===== src/rtl/mul_div_pkg.sv =====
// Shared constants for the multiply/divide unit: default word width,
// OP_i encodings and FSM state encoding.
package mul_div_pkg;

    localparam int unsigned WORD_WIDTH_DEFAULT = 32;

    localparam logic [1:0] OP_MULTU = 2'b00;
    localparam logic [1:0] OP_MULT  = 2'b01;
    localparam logic [1:0] OP_DIVU  = 2'b10;
    localparam logic [1:0] OP_DIV   = 2'b11;

    typedef enum logic [1:0] {
        StIdle = 2'd0,
        StRun  = 2'd1,
        StFix  = 2'd2,
        StDone = 2'd3
    } state_e;

endpackage


===== src/rtl/mul_div_step.sv =====
// One radix-2 iteration of the multiply/divide datapath (purely combinational).
// Multiply: right-shifting shift-add on {hi, lo}, with lo holding the multiplier.
// Divide:   restoring division, hi is the partial remainder, lo shifts the
//           dividend out and the quotient bits in.
module mul_div_step #(
    parameter int unsigned WORD_WIDTH = 32
) (
    input  logic                  is_div,
    input  logic [WORD_WIDTH-1:0] hi,
    input  logic [WORD_WIDTH-1:0] lo,
    input  logic [WORD_WIDTH-1:0] operand,
    output logic [WORD_WIDTH-1:0] hi_next,
    output logic [WORD_WIDTH-1:0] lo_next
);

    logic [WORD_WIDTH:0] sum;
    logic [WORD_WIDTH:0] shifted;
    logic [WORD_WIDTH:0] diff;

    // Next partial result for the selected operation
    always_comb begin
        sum     = '0;
        shifted = '0;
        diff    = '0;
        hi_next = hi;
        lo_next = lo;
        if (is_div) begin
            shifted = {hi, lo[WORD_WIDTH-1]};
            diff    = shifted - {1'b0, operand};
            // Partial remainder is always below the divisor, so a set MSB means borrow
            if (!diff[WORD_WIDTH]) begin
                hi_next = diff[WORD_WIDTH-1:0];
                lo_next = {lo[WORD_WIDTH-2:0], 1'b1};
            end else begin
                hi_next = shifted[WORD_WIDTH-1:0];
                lo_next = {lo[WORD_WIDTH-2:0], 1'b0};
            end
        end else begin
            sum     = lo[0] ? ({1'b0, hi} + {1'b0, operand}) : {1'b0, hi};
            hi_next = sum[WORD_WIDTH:1];
            lo_next = {sum[0], lo[WORD_WIDTH-1:1]};
        end
    end

endmodule


===== src/rtl/mul_div_unit.sv =====
// Iterative multiply/divide unit: one radix-2 step per cycle, fixed latency.
// Optional macro MUL_DIV_SIGNED_EN enables signed MULT/DIV; without it OP_i[0]
// is ignored and every operation is unsigned (FIX state still traversed).
module mul_div_unit
    import mul_div_pkg::*;
#(
    parameter int unsigned WORD_WIDTH = WORD_WIDTH_DEFAULT
) (
    input  logic                  CLK,
    input  logic                  RST_N,
    input  logic                  START_i,
    input  logic [1:0]            OP_i,
    input  logic [WORD_WIDTH-1:0] SRC_A_i,
    input  logic [WORD_WIDTH-1:0] SRC_B_i,
    output logic                  BUSY_o,
    output logic                  DONE_o,
    output logic [WORD_WIDTH-1:0] HI_o,
    output logic [WORD_WIDTH-1:0] LO_o,
    output logic                  DIV_BY_ZERO_o
);

    localparam int unsigned CNT_W = $clog2(WORD_WIDTH + 1);
    localparam logic [CNT_W-1:0] LAST_STEP = CNT_W'(WORD_WIDTH - 1);

    state_e                state_q, state_d;
    logic [CNT_W-1:0]      cnt_q, cnt_d;
    logic                  is_div_q, is_div_d;
    logic                  dz_q, dz_d;
    logic [WORD_WIDTH-1:0] hi_q, hi_d;
    logic [WORD_WIDTH-1:0] lo_q, lo_d;
    logic [WORD_WIDTH-1:0] opnd_q, opnd_d;
    logic [WORD_WIDTH-1:0] hi_out_q, hi_out_d;
    logic [WORD_WIDTH-1:0] lo_out_q, lo_out_d;
    logic                  dz_out_q, dz_out_d;
    logic                  done_q, done_d;
    logic [WORD_WIDTH-1:0] step_hi;
    logic [WORD_WIDTH-1:0] step_lo;

`ifdef MUL_DIV_SIGNED_EN
    logic res_neg_q, res_neg_d;
    logic rem_neg_q, rem_neg_d;
    logic a_neg, b_neg;
`else
    logic unused_op_sign;
    assign unused_op_sign = OP_i[0];
`endif

    mul_div_step #(
        .WORD_WIDTH (WORD_WIDTH)
    ) u_step (
        .is_div  (is_div_q),
        .hi      (hi_q),
        .lo      (lo_q),
        .operand (opnd_q),
        .hi_next (step_hi),
        .lo_next (step_lo)
    );

    // Next-state and datapath update for the IDLE/RUN/FIX/DONE sequence
    always_comb begin
        state_d  = state_q;
        cnt_d    = cnt_q;
        is_div_d = is_div_q;
        dz_d     = dz_q;
        hi_d     = hi_q;
        lo_d     = lo_q;
        opnd_d   = opnd_q;
        hi_out_d = hi_out_q;
        lo_out_d = lo_out_q;
        dz_out_d = dz_out_q;
        done_d   = 1'b0;
`ifdef MUL_DIV_SIGNED_EN
        res_neg_d = res_neg_q;
        rem_neg_d = rem_neg_q;
        a_neg     = 1'b0;
        b_neg     = 1'b0;
`endif
        unique case (state_q)
            StIdle: begin
                // No new request in the cycle the completion pulse is shown
                if (START_i && !done_q) begin
                    is_div_d = OP_i[1];
                    dz_d     = OP_i[1] && (SRC_B_i == '0);
                    hi_d     = '0;
                    cnt_d    = '0;
`ifdef MUL_DIV_SIGNED_EN
                    a_neg     = OP_i[0] & SRC_A_i[WORD_WIDTH-1];
                    b_neg     = OP_i[0] & SRC_B_i[WORD_WIDTH-1];
                    lo_d      = a_neg ? -SRC_A_i : SRC_A_i;
                    opnd_d    = b_neg ? -SRC_B_i : SRC_B_i;
                    res_neg_d = a_neg ^ b_neg;
                    rem_neg_d = a_neg;
`else
                    lo_d   = SRC_A_i;
                    opnd_d = SRC_B_i;
`endif
                    state_d = StRun;
                end
            end
            StRun: begin
                hi_d = step_hi;
                lo_d = step_lo;
                if (cnt_q == LAST_STEP) begin
                    state_d = StFix;
                end else begin
                    cnt_d = cnt_q + 1'b1;
                end
            end
            StFix: begin
`ifdef MUL_DIV_SIGNED_EN
                if (is_div_q) begin
                    if (res_neg_q) lo_d = -lo_q;
                    if (rem_neg_q) hi_d = -hi_q;
                end else if (res_neg_q) begin
                    {hi_d, lo_d} = -{hi_q, lo_q};
                end
`endif
                // Divide by zero: remainder already equals the dividend, force quotient
                if (dz_q) lo_d = '1;
                state_d = StDone;
            end
            StDone: begin
                hi_out_d = hi_q;
                lo_out_d = lo_q;
                dz_out_d = dz_q;
                done_d   = 1'b1;
                state_d  = StIdle;
            end
            default: state_d = StIdle;
        endcase
    end

    // State and datapath registers with synchronous active-low reset
    always_ff @(posedge CLK) begin
        if (!RST_N) begin
            state_q  <= StIdle;
            cnt_q    <= '0;
            is_div_q <= 1'b0;
            dz_q     <= 1'b0;
            hi_q     <= '0;
            lo_q     <= '0;
            opnd_q   <= '0;
            hi_out_q <= '0;
            lo_out_q <= '0;
            dz_out_q <= 1'b0;
            done_q   <= 1'b0;
`ifdef MUL_DIV_SIGNED_EN
            res_neg_q <= 1'b0;
            rem_neg_q <= 1'b0;
`endif
        end else begin
            state_q  <= state_d;
            cnt_q    <= cnt_d;
            is_div_q <= is_div_d;
            dz_q     <= dz_d;
            hi_q     <= hi_d;
            lo_q     <= lo_d;
            opnd_q   <= opnd_d;
            hi_out_q <= hi_out_d;
            lo_out_q <= lo_out_d;
            dz_out_q <= dz_out_d;
            done_q   <= done_d;
`ifdef MUL_DIV_SIGNED_EN
            res_neg_q <= res_neg_d;
            rem_neg_q <= rem_neg_d;
`endif
        end
    end

    assign BUSY_o        = (state_q != StIdle);
    assign DONE_o        = done_q;
    assign HI_o          = hi_out_q;
    assign LO_o          = lo_out_q;
    assign DIV_BY_ZERO_o = dz_out_q;

endmodule

===== config.mk =====
export PLATFORM = sky130hd
export DESIGN_NAME = mul_div_unit
export DESIGN_NICKNAME = d
export VERILOG_FILES = /design/src/rtl/mul_div_pkg.sv /design/src/rtl/mul_div_step.sv /design/src/rtl/mul_div_unit.sv
export SDC_FILE = /design/constraint.sdc
export NUM_CORES = 1
export LEC_CHECK = 0
export ABC_AREA = 0
export BUFFER_PORTS_ARGS = -buffer_cell sky130_fd_sc_hd__buf_2
export CORE_MARGIN = 5
export CORE_UTILIZATION = 60
export CTS_CLUSTER_SIZE = 40
export DETAILED_ROUTE_END_ITERATION = 7
export PLACE_DENSITY = 0.82
export SLEW_MARGIN = 10
export SYNTH_ARGS = -nofsm -noshare
export SYNTH_HDL_FRONTEND = slang
export SYNTH_HIERARCHICAL = 1
export SYNTH_SLANG_ARGS = --single-unit
export TNS_END_PERCENT = 20

===== constraint.sdc =====
create_clock -name CLK -period 3.9 [get_ports CLK]
set_clock_uncertainty 0.1 [all_clocks]
set_input_delay 0.78 -clock CLK [delete_from_list [all_inputs] [get_ports CLK]]
set_output_delay 0.78 -clock CLK [all_outputs]
set_load 0.01 [all_outputs]

==> results.yml <==
route:
  wl_per_cell_um: 17.96
  postRouteAntennaNets: 0
  vias: 11560
  drtPass1Iterations: 6
  drtIter0Drc: 1091
  avgViaCountPerCell: 6.193
  drc_errors: 0
  wl_um: 33520
worst_setup_path:
  slowest_delay_ns: 0.76
  critical_path_class: "flop to flop"
  startpoint_type: "flop"
  critical_path.endpoint_type: "flop"
  worstPathMaxFanout: 6
  crit_slowest_cell: "a2111oi_0"
  cp_cell_sequence: "ha_1 > fa_1 > a21oi_1 > nor2_1 > a2111oi_0 > buf_4 > o211ai_1 > nand4_1 > o21ai_0 > xor2_1 > a21oi_1 > a31oi_1 > a22oi_1 > nor2_1"
  cp.arrival_ns: 3.99
  critPathBufInv: 1
  critical-path-top-delay-family: "compound AO/OA/AOI/OAI gates"
  critPathRequiredTime_ns: 4.12
final_layout:
  regArea_sq_um: 3445
  multi_input_area_sq_um: 7604
  antennaDiodeCount: 0
  finalNetCount: 1729
  postLayoutCellArea_sq_um: 13160
  drive_above_1_share_pct: 15.55
  syn2layout_area_growth_pct: 12.78
  fillers: 1638
  final_cell_mix: "nand2_1, a21oi_1, dfxtp_1"
  final_util_pct: 68.05
  final_common_cell: "nand2_1"
grt:
  antenna_found_initial: 1
  grt_pass1_wl_um: 54530
  gr-total-overflow: 0
  grt_pass1_vias: 10930
  grt_max_degree: 103
  track_usage_pct: 29.76
clock_tree:
  cts_tree: "yes"
  cts_hold_buf: 0
  cts_buffer_depth: 2
  clk_latency_ns: 0.44
  cts.clk_slew.worst_paths_ns: 0.08
  numCtsBuffers: 17
  cts_num_sinks: 172
  htree_levels: 4
  root_buffer: "clkbuf_16"
floorplan:
  die_w_um: 149.4
  start_util_pct: 60.34
  rows: 51
  die_area_sq_um: 22330
  core_area_sq_um: 19330
  num_io_pins: 136
  die_h_um: 149.4
synth:
  synth-seq-area-share_pct: 29.52
  synth_area_per_cell_sq_um: 7.767
  synth_enable_flop_cells: 0
  ys_async_sr_fraction_pct: 0
  synth_top_flop_cell: "dfxtp_1"
  ys_warn_count: 6
  synth_cells: 1502
  synth_seq_cells: 172
  synth_cell_types: 80
  syn_nets: 1643
  syn_area_sq_um: 11670
placed_design:
  hpwl_um: 23030
  globalplace.congestion: 0.9612
  port_buffers: 134
  dpl-instance-area_sq_um: 12480
sta:
  worstMarginPinSlew_ns: 1.120
  rsz0062_at_grt: "no"
  timing.final.crit_share_pct: 96.59
  setup_viol: 0
  setup_tns_ns: 0
  fmax_mhz: 265.5
  relSlewSlack_pct: 25.32
  slew_violations: 0
  period_needed_ns: 3.767
  final_hold_viol_count: 0
power_and_ir_drop:
  ir_drop_mv: 0.5086
  p_leak_nw: 5.654
  p_per_area_nw_per_um2: 654.8
job:
  max-cap-violations: 0
worst_hold_path:
  min_path_type: "flop to flop"
status:
  status: "completed"
## registers in the layout (all words and copies together), names as in the netlist, 2 cells and up
signal   flops
HI_o        32
LO_o        32
cnt_q        6
hi_q        32
lo_q        32
opnd_q      32
state_q      2
## worst min-delay path: stages, from the launching register on
cell and delay [ns]:
dfxtp_1 0.32, mux2i_1 0.06, nor2_1 0.07
## path summary, 6_finish.rpt
| kind | startpoint | to | slack (ns) | depth (start not counted) |
|---|---|---|---|---|
| hold / removal | HI_o[21] | HI_o[21] | 0.39 | 2 |
| setup reg to reg | hi_q[0] | hi_q[27] | 0.13 | 14 |
| hold reg to reg | HI_o[21] | HI_o[21] | 0.39 | 2 |
| setup / recovery | hi_q[0] | hi_q[27] | 0.13 | 14 |
## through the flow
step / hold slack, ns / worst slack [ns] / cells / total power (W)
5_1_grt: 0.4052 / 0.006712 / 1866 / 0.009179
3_5_place_dp: 0.3701 / 0.1889 / 1834 / 0.006624
3_3_place_gp: 0.3598 / 0.2125 / 1834 / 0.006521
6_report: 0.3860 / 0.1332 / 1866 / 0.008616
2_1_floorplan: 0.3478 / 0.6512 / 1502 / 0.005678
4_1_cts: 0.3835 / 0.07291 / 1866 / 0.008473
## cell usage after synthesis (4+ instances only)
cell type / number / share of area (%)
o21a_1: 6 / 0.39
xor2_1: 21 / 1.6
inv_1: 52 / 1.7
a31oi_1: 12 / 0.64
nand3_1: 20 / 0.86
a2111oi_0: 4 / 0.30
xnor2_1: 29 / 2.2
or2_2: 4 / 0.21
buf_2: 34 / 1.5
mux2_2: 29 / 2.8
clkbuf_1: 47 / 1.5
nand4_1: 11 / 0.59
o21bai_1: 5 / 0.32
a21o_1: 39 / 2.5
buf_1: 10 / 0.32
nor2_1: 161 / 5.2
and3_1: 7 / 0.38
nand2_1: 205 / 6.6
o211a_1: 5 / 0.43
a21oi_1: 202 / 8.7
nor4_1: 14 / 0.75
nor3_1: 13 / 0.56
a22oi_1: 31 / 2.0
and2_1: 4 / 0.21
o31a_1: 4 / 0.30
buf_6: 5 / 0.48
o31ai_1: 6 / 0.39
o211ai_1: 38 / 2.4
dfxtp_1: 172 / 30
o21ai_0: 45 / 1.9
nand2b_1: 10 / 0.54
ha_1: 70 / 7.5
mux2i_1: 84 / 7.2
nor2b_1: 8 / 0.43
a211oi_1: 23 / 1.5
## power breakdown
group	internal [W]	switching, W
Sequential	0.00205	0.000320
Combinational	0.00171	0.00272
Clock	0.000907	0.000915
## cell type report
class,instances,share of cell area [%]
multi-input combinational,1176,57.79
sequential,172,26.18
timing repair buffer,165,6.989
clock buffer,17,3.233
tap,265,2.520
clock inverter,15,1.674
inverter,56,1.617
## logic make-up after synthesis
family / Yosys count / share of synthesized area [%]
adders and majority gates: 72 / 7.851
buffers and inverters: 154 / 5.706
and+or+nand+nor: 481 / 18.03
muxes: 113 / 10.01
xor gates and xnor gates: 50 / 3.754
AOI/OAI and AO/OA: 460 / 25.14
DFF: 172 / 29.52
## metal layers
| layer | global-route usage [%] | wire length [um] |
|---|---|---|
| met1 | 39.91 | 14090 |
| met2 | 48.62 | 15690 |
| met3 | 6.269 | 2968 |
| met4 | 8.558 | 756 |
| met5 | 0 | 13 |
## what timing repair did
item / 4_1_cts / 5_1_grt
setup buffers: 0 / 0
endpoints found under the setup margin: 0 / 33
gates resized for setup: 0 / 8
No activity file was read; power rests on OpenSTA's default activity.
